## config.mk

```make
export PLATFORM = sky130hd
export DESIGN_NAME = fp_div_frontend
export DESIGN_NICKNAME = d
export VERILOG_FILES = /design/src/rtl/fp_div_pkg.sv /design/src/rtl/fp_div_classify.sv /design/src/rtl/fp_div_frontend.sv
export SDC_FILE = /design/constraint.sdc
export NUM_CORES = 1
export LEC_CHECK = 0
export ABC_AREA = 1
export CORE_MARGIN = 5
export CORE_UTILIZATION = 41
export CTS_BUF_LIST = sky130_fd_sc_hd__clkbuf_2
export CTS_CLUSTER_SIZE = 24
export DETAILED_ROUTE_END_ITERATION = 10
export PLACE_DENSITY = 0.82
export SLEW_MARGIN = 30
export SYNTH_ARGS = -nofsm -noshare
export SYNTH_HDL_FRONTEND = slang
export SYNTH_SLANG_ARGS = --single-unit
```

## constraint.sdc

```tcl
create_clock -name clk -period 4.2 [get_ports clk]
set_clock_uncertainty 0.05 [all_clocks]
set_input_delay 0.84 -clock clk [delete_from_list [all_inputs] [get_ports clk]]
set_output_delay 0.84 -clock clk [all_outputs]
set_load 0.02 [all_outputs]
```

## src/rtl/fp_div_pkg.sv

```systemverilog
// rtl/fp_div_pkg.sv - shared types, constants and helpers for the FP32 divider front end
package fp_div_pkg;

  // Operand class after flush-to-zero; subnormals are reported as CLS_ZERO.
  typedef enum logic [1:0] {
    CLS_NORM = 2'd0,
    CLS_ZERO = 2'd1,
    CLS_INF  = 2'd2,
    CLS_NAN  = 2'd3
  } fp_cls_e;

  localparam logic [31:0] FP_QNAN = 32'h7FC0_0000;
  localparam logic [31:0] FP_PINF = 32'h7F80_0000;
  localparam int          FP_BIAS = 127;

  // Bit positions inside out_flags = {inv, dz, of, uf}.
  localparam int FLAG_INV = 3;
  localparam int FLAG_DZ  = 2;
  localparam int FLAG_OF  = 1;
  localparam int FLAG_UF  = 0;

  // Biased exponent of the quotient before rounding. A smaller dividend
  // mantissa means the significand ratio is below 1.0, costing one exponent.
  function automatic logic signed [9:0] pred_exp(input logic [31:0] a, input logic [31:0] b);
    logic signed [9:0] e;
    e = $signed({2'b00, a[30:23]}) - $signed({2'b00, b[30:23]}) + $signed(10'(FP_BIAS));
    if (a[22:0] < b[22:0]) begin
      e = e - 10'sd1;
    end
    return e;
  endfunction

endpackage

```

## src/rtl/fp_div_classify.sv

```systemverilog
// rtl/fp_div_classify.sv - flush-to-zero and IEEE class for one FP32 operand
//
// Purely combinational.
// Ports:
//   op      in   32  raw FP32 operand
//   op_ftz  out  32  operand with subnormals replaced by a signed zero
//   cls     out   2  fp_cls_e class of op_ftz
module fp_div_classify
  import fp_div_pkg::*;
(
  input  logic [31:0] op,
  output logic [31:0] op_ftz,
  output logic [1:0]  cls
);

  fp_cls_e cls_e;

  always_comb begin
    op_ftz = op;
    cls_e  = CLS_NORM;
    if (op[30:23] == 8'h00) begin
      // Zero and subnormal alike: keep only the sign.
      op_ftz = {op[31], 31'b0};
      cls_e  = CLS_ZERO;
    end else if (op[30:23] == 8'hFF) begin
      cls_e = (op[22:0] == 23'd0) ? CLS_INF : CLS_NAN;
    end
  end

  assign cls = cls_e;

endmodule

```

## src/rtl/fp_div_frontend.sv

```systemverilog
// rtl/fp_div_frontend.sv - two-stage valid/ready front end around a combinational FP32 divider
//
// Stage 1 registers the flushed operands (which feed the external divider
// directly), the tag, both classes and the predicted exponent. Stage 2
// registers either the divider quotient or a canonical special result plus
// the exception flags. Optional statistics counters exist only when
// FP_DIV_STATS_EN is defined.
// Ports:
//   clk, rst_n                 clock, synchronous active-low reset
//   in_valid/in_ready          operand handshake
//   in_a, in_b, in_tag         dividend, divisor, opaque tag
//   div_a, div_b               stage-1 operands to the divider
//   div_q                      divider quotient (combinational from div_a/div_b)
//   out_valid/out_ready        result handshake
//   out_q, out_tag, out_flags  result, tag, {inv, dz, of, uf}
//   stat_total, stat_special   delivered / special result counts (FP_DIV_STATS_EN only)
module fp_div_frontend
  import fp_div_pkg::*;
#(
  parameter int TAG_W = 8,
  parameter int CNT_W = 16
) (
  input  logic             clk,
  input  logic             rst_n,
  input  logic             in_valid,
  output logic             in_ready,
  input  logic [31:0]      in_a,
  input  logic [31:0]      in_b,
  input  logic [TAG_W-1:0] in_tag,
  output logic [31:0]      div_a,
  output logic [31:0]      div_b,
  input  logic [31:0]      div_q,
  output logic             out_valid,
  input  logic             out_ready,
  output logic [31:0]      out_q,
  output logic [TAG_W-1:0] out_tag,
  output logic [3:0]       out_flags
`ifdef FP_DIV_STATS_EN
  ,
  output logic [CNT_W-1:0] stat_total,
  output logic [CNT_W-1:0] stat_special
`endif
);

  // Flush and classify the incoming operands.
  logic [31:0] a_ftz, b_ftz;
  logic [1:0]  a_cls_raw, b_cls_raw;

  fp_div_classify u_cls_a (.op(in_a), .op_ftz(a_ftz), .cls(a_cls_raw));
  fp_div_classify u_cls_b (.op(in_b), .op_ftz(b_ftz), .cls(b_cls_raw));

  // Handshake. Stage 2 frees up when empty or draining; stage 1 frees up
  // when empty or able to move into stage 2 on the same edge.
  logic v1, v2;
  logic ready2, accept, advance;

  assign ready2    = !v2 || out_ready;
  assign in_ready  = !v1 || ready2;
  assign accept    = in_valid && in_ready;
  assign advance   = v1 && ready2;
  assign out_valid = v2;

  // Stage-1 side state (div_a/div_b are the operand registers themselves).
  logic [TAG_W-1:0]  tag1;
  fp_cls_e           cls_a1, cls_b1;
  logic signed [9:0] e1;

  // Stage-2 result selection from stage-1 registers.
  logic        s2_sign;
  logic [31:0] q_n;
  logic [3:0]  flags_n;
  logic        sp_n;

  always_comb begin
    s2_sign = div_a[31] ^ div_b[31];
    q_n     = div_q;
    flags_n = 4'b0000;
    sp_n    = 1'b1;
    if (cls_a1 == CLS_NAN || cls_b1 == CLS_NAN ||
        (cls_a1 == CLS_ZERO && cls_b1 == CLS_ZERO) ||
        (cls_a1 == CLS_INF  && cls_b1 == CLS_INF)) begin
      q_n               = FP_QNAN;
      flags_n[FLAG_INV] = 1'b1;
    end else if (cls_a1 == CLS_NORM && cls_b1 == CLS_ZERO) begin
      q_n              = {s2_sign, FP_PINF[30:0]};
      flags_n[FLAG_DZ] = 1'b1;
    end else if (cls_a1 == CLS_INF) begin
      // Divisor is finite here (norm or zero); inf/0 raises no flag.
      q_n = {s2_sign, FP_PINF[30:0]};
    end else if (cls_b1 == CLS_INF || cls_a1 == CLS_ZERO) begin
      q_n = {s2_sign, 31'b0};
    end else if (e1 >= 10'sd255) begin
      q_n              = {s2_sign, FP_PINF[30:0]};
      flags_n[FLAG_OF] = 1'b1;
    end else if (e1 <= 10'sd0) begin
      q_n              = {s2_sign, 31'b0};
      flags_n[FLAG_UF] = 1'b1;
    end else begin
      sp_n = 1'b0;
    end
  end

  always_ff @(posedge clk) begin
    if (!rst_n) begin
      v1        <= 1'b0;
      v2        <= 1'b0;
      div_a     <= 32'd0;
      div_b     <= 32'd0;
      tag1      <= '0;
      cls_a1    <= CLS_ZERO;
      cls_b1    <= CLS_ZERO;
      e1        <= 10'sd0;
      out_q     <= 32'd0;
      out_tag   <= '0;
      out_flags <= 4'b0000;
    end else begin
      if (accept) begin
        v1     <= 1'b1;
        div_a  <= a_ftz;
        div_b  <= b_ftz;
        tag1   <= in_tag;
        cls_a1 <= fp_cls_e'(a_cls_raw);
        cls_b1 <= fp_cls_e'(b_cls_raw);
        e1     <= pred_exp(a_ftz, b_ftz);
      end else if (advance) begin
        v1 <= 1'b0;
      end

      if (advance) begin
        v2        <= 1'b1;
        out_q     <= q_n;
        out_tag   <= tag1;
        out_flags <= flags_n;
      end else if (out_ready) begin
        v2 <= 1'b0;
      end
    end
  end

`ifdef FP_DIV_STATS_EN
  logic out_special;

  always_ff @(posedge clk) begin
    if (!rst_n) begin
      out_special  <= 1'b0;
      stat_total   <= '0;
      stat_special <= '0;
    end else begin
      if (advance) begin
        out_special <= sp_n;
      end
      if (v2 && out_ready) begin
        if (stat_total != '1) begin
          stat_total <= stat_total + CNT_W'(1);
        end
        if (out_special && stat_special != '1) begin
          stat_special <= stat_special + CNT_W'(1);
        end
      end
    end
  end
`else
  // Without statistics the special-result indication and CNT_W have no load.
  logic [CNT_W-1:0] unused_stats;
  assign unused_stats = {CNT_W{sp_n}};
`endif

endmodule

```

==> key figures <==
Run status
  • Status: finished, final reports clean

Power and ir drop
  • Total power: 3030 uW
  • PD cells: 329 nW/um2
  • Peak VDD IR: 0.000211 V
  • Pleak: 0.00396 uW

STA
  • Relative slew slack: 0.380
  • Worst slew pin tran: 0.922 ns
  • RSZ-0062 raised after global routing: false
  • Finish-stage setup viols: 0
  • Max Slew Vio Count: 0
  • FMAX: 0.311 GHz
  • Period minus WS final: 3.22 ns
  • Final hold violations: 0
  • Final worst-path cycle share: 0.766
  • Setup_tns: 0 ns

Floorplan
  • Die ar.: 18600 um2
  • Die Span Y: 136 um
  • Rows: 46
  • Starting Density: 0.416
  • Ports: 218
  • Die Width: 136 um
  • Core Footprint: 15800 um2

Placement
  • HPWL after DPL: 15600 um
  • Placed cells: 1334
  • Placed cell area: 8920 um2
  • PortBufs: 217
  • Final GP Congestion: 0.925

Synth
  • EDFF count, synth: 0
  • Mapped cell area: 6550 um2
  • Synthesized area per cell: 6.99 um2
  • Yosys synthesis warning count: 0
  • Seq/Total Area, Yosys: 0.403
  • Async SR Flop Fraction: 0
  • Register bit total from synthesis: 132
  • Count of cell types in the netlist: 35
  • Syn_nets: 1078
  • Prevailing post-synth register cell: dfxtp_1
  • Gate Count Post-Synth: 937

Clock tree
  • Root buffer cell: clkbuf_2
  • Resized cells post-CTS: 0
  • CTS sink count: 132
  • Clock-pin slew on the worst setup and hold paths: 0.21 ns
  • Postcts setup bufs: 0
  • Clock tree buffer depth: 2
  • Worst skew pair latency: 0.71 ns
  • Hold_buf cts: 0
  • Max H-tree Level: 4
  • CTS Buf Count: 17
  • CTS tree: done

Critical path
  • CP Capture Type: flip-flop
  • Startpoint Class: input port
  • Crit path DAT: 3.81 ns
  • WS Path Type: input port to flip-flop
  • Worst Reg-to-Reg Cells: 9
  • CP required: 4.79 ns
  • CP max FO: 6

Hold path
  • Min-Delay Path Class: flip-flop to flip-flop
  • Hold path cells: 2

Route
  • Highest Signal Layer: met4
  • Met3 WL: 1880 um
  • DRT met1 WL: 8910 um
  • DRT antenna net count: 0
  • Drt pass-1 iters: 5
  • Met2 Wirelength: 9450 um
  • Vias: 6896
  • DR vias/cell: 5.05
  • Routed len/inst: 15.2 um
  • # DRC: 0
  • Routed WL: 20700 um
  • Initial drt markers: 500

Global route
  • Largest net degree at the start of global routing: 95
  • First-pass GRT wire length: 32700 um
  • Global route overflow: 0
  • Total GRT Usage: 0.221
  • Number of global-route vias before repair: 6598
  • Initial antenna violation count: 0

Cells and area
  • Area delta synth->final: 40.2%
  • # fillers: 1503
  • Antenna cell count: 0
  • Sequential cell area: 2640 um2
  • Proportion of layout cells with a drive suffix above 1: 0.0748
  • Design Area, Final: 9190 um2
  • Final Net Count: 1278
  • Multi-input gate area: 3360 um2
  • Non-Filler Instances: 1365

Run
  • Max cap viols: 0
-- through the flow --
| stage | hold WS, ns | util | setup WS (ns) |
|---|---|---|---|
| after floorplan | 0.400 | - | 0.935 |
| after global placement | 0.395 | 0.566 | 0.314 |
| after detailed placement | 0.404 | 0.566 | 0.247 |
| after CTS | 0.428 | 0.583 | 1.06 |
| after global routing | 0.444 | 0.583 | 0.734 |
| final | 0.426 | 0.583 | 0.985 |
-- metal layers --
metal | vias to the layer above | GRT usage
li1 | 3459 | -
met1 | 3095 | 0.283
met2 | 306 | 0.356
met3 | 36 | 0.0614
met4 | 0 | 0.0784
met5 | - | 0
-- registers in the layout, indices dropped and copies added (netlist names) --
signal,flops
tag1,8
div_a,32
cls_a1,2
out_valid,1
cls_b1,2
e1,10
v1,1
div_b,32
out_q,32
out_flags,4
out_tag,8
-- worst max-delay path, cell delays in order --
cell             delay (ns)
clkdlybuf4s50_1        0.49
nor2_1                 0.15
nand2_1                0.10
nor2_1                 0.24
inv_1                  0.18
nand2_1                0.12
inv_1                  0.05
ha_1                   0.31
nand2_1                0.09
inv_1                  0.04
nand3_1                0.09
a21oi_1                0.05
or2_2                  0.28
a21oi_2                0.16
nand2_1                0.16
inv_2                  0.11
nand2_1                0.09
nand2_1                0.07
nand2_1                0.04
o21ai_1                0.12
inv_1                  0.04
-- power breakdown --
group | switching (uW) | internal (uW) | total, uW | leakage [uW]
sequential | 43.1 | 1340 | 1380 | 0.00109
combinational | 451 | 344 | 795 | 0.00272
clock | 514 | 337 | 851 | 0.000152
total | 1010 | 2020 | 3030 | 0.00396
-- final cells by class --
class	instances	area share
Tap cell	216	0.0294
Timing Repair Buffer	231	0.250
Clock inverter	14	0.0192
Inverter	94	0.0385
Multi-Input combinational cell	661	0.366
Sequential cell	132	0.288
Clock buffer	17	0.00926
-- Yosys cell counts, types with 7 or more instances --
cell,count,area share
a21oi_1,105,0.080
dfxtp_1,132,0.40
nor2_1,130,0.074
nand4_1,10,0.0095
nor4_1,11,0.011
nor2_2,7,0.0067
inv_1,88,0.050
nand2_2,10,0.0095
nand3_1,28,0.021
nand3_2,9,0.014
clkbuf_1,42,0.024
nand2_1,171,0.098
o21ai_0,112,0.086
ha_1,32,0.061
nor3_1,8,0.0061
-- cells by family (layout without fill, tap and decap cells) --
kind of cell	after synthesis	after routing	share of synthesized area
adders and majority gates	33	33	0.0641
DFF	132	132	0.403
xor gates and xnor gates	6	6	0.00917
buffers and inverters	144	356	0.0840
AOI/OAI and AO/OA	235	235	0.185
and+or+nand+nor	387	387	0.254
-- path summary, 6_finish.rpt --
kind                              start                      to  slack (ns)
hold / removal    out_q[9]$_SDFFE_PN0P_   out_q[9]$_SDFFE_PN0P_        0.43
setup reg to reg     e1[1]$_SDFFE_PN0P_  out_q[16]$_SDFFE_PN0P_        1.96
setup / recovery               in_a[27]      e1[1]$_SDFFE_PN0P_        0.98
hold reg to reg   out_q[9]$_SDFFE_PN0P_   out_q[9]$_SDFFE_PN0P_        0.43
-- placed cells by master (no fill, tap or decap), types with 17 or more instances in the layout --
master	count
a21oi_1	105
clkbuf_2	17
clkdlybuf4s50_1	216
dfxtp_1	132
ha_1	32
inv_1	87
nand2_1	171
nand3_1	28
nor2_1	130
o21ai_0	112
Power figures use the tool's default switching activity.
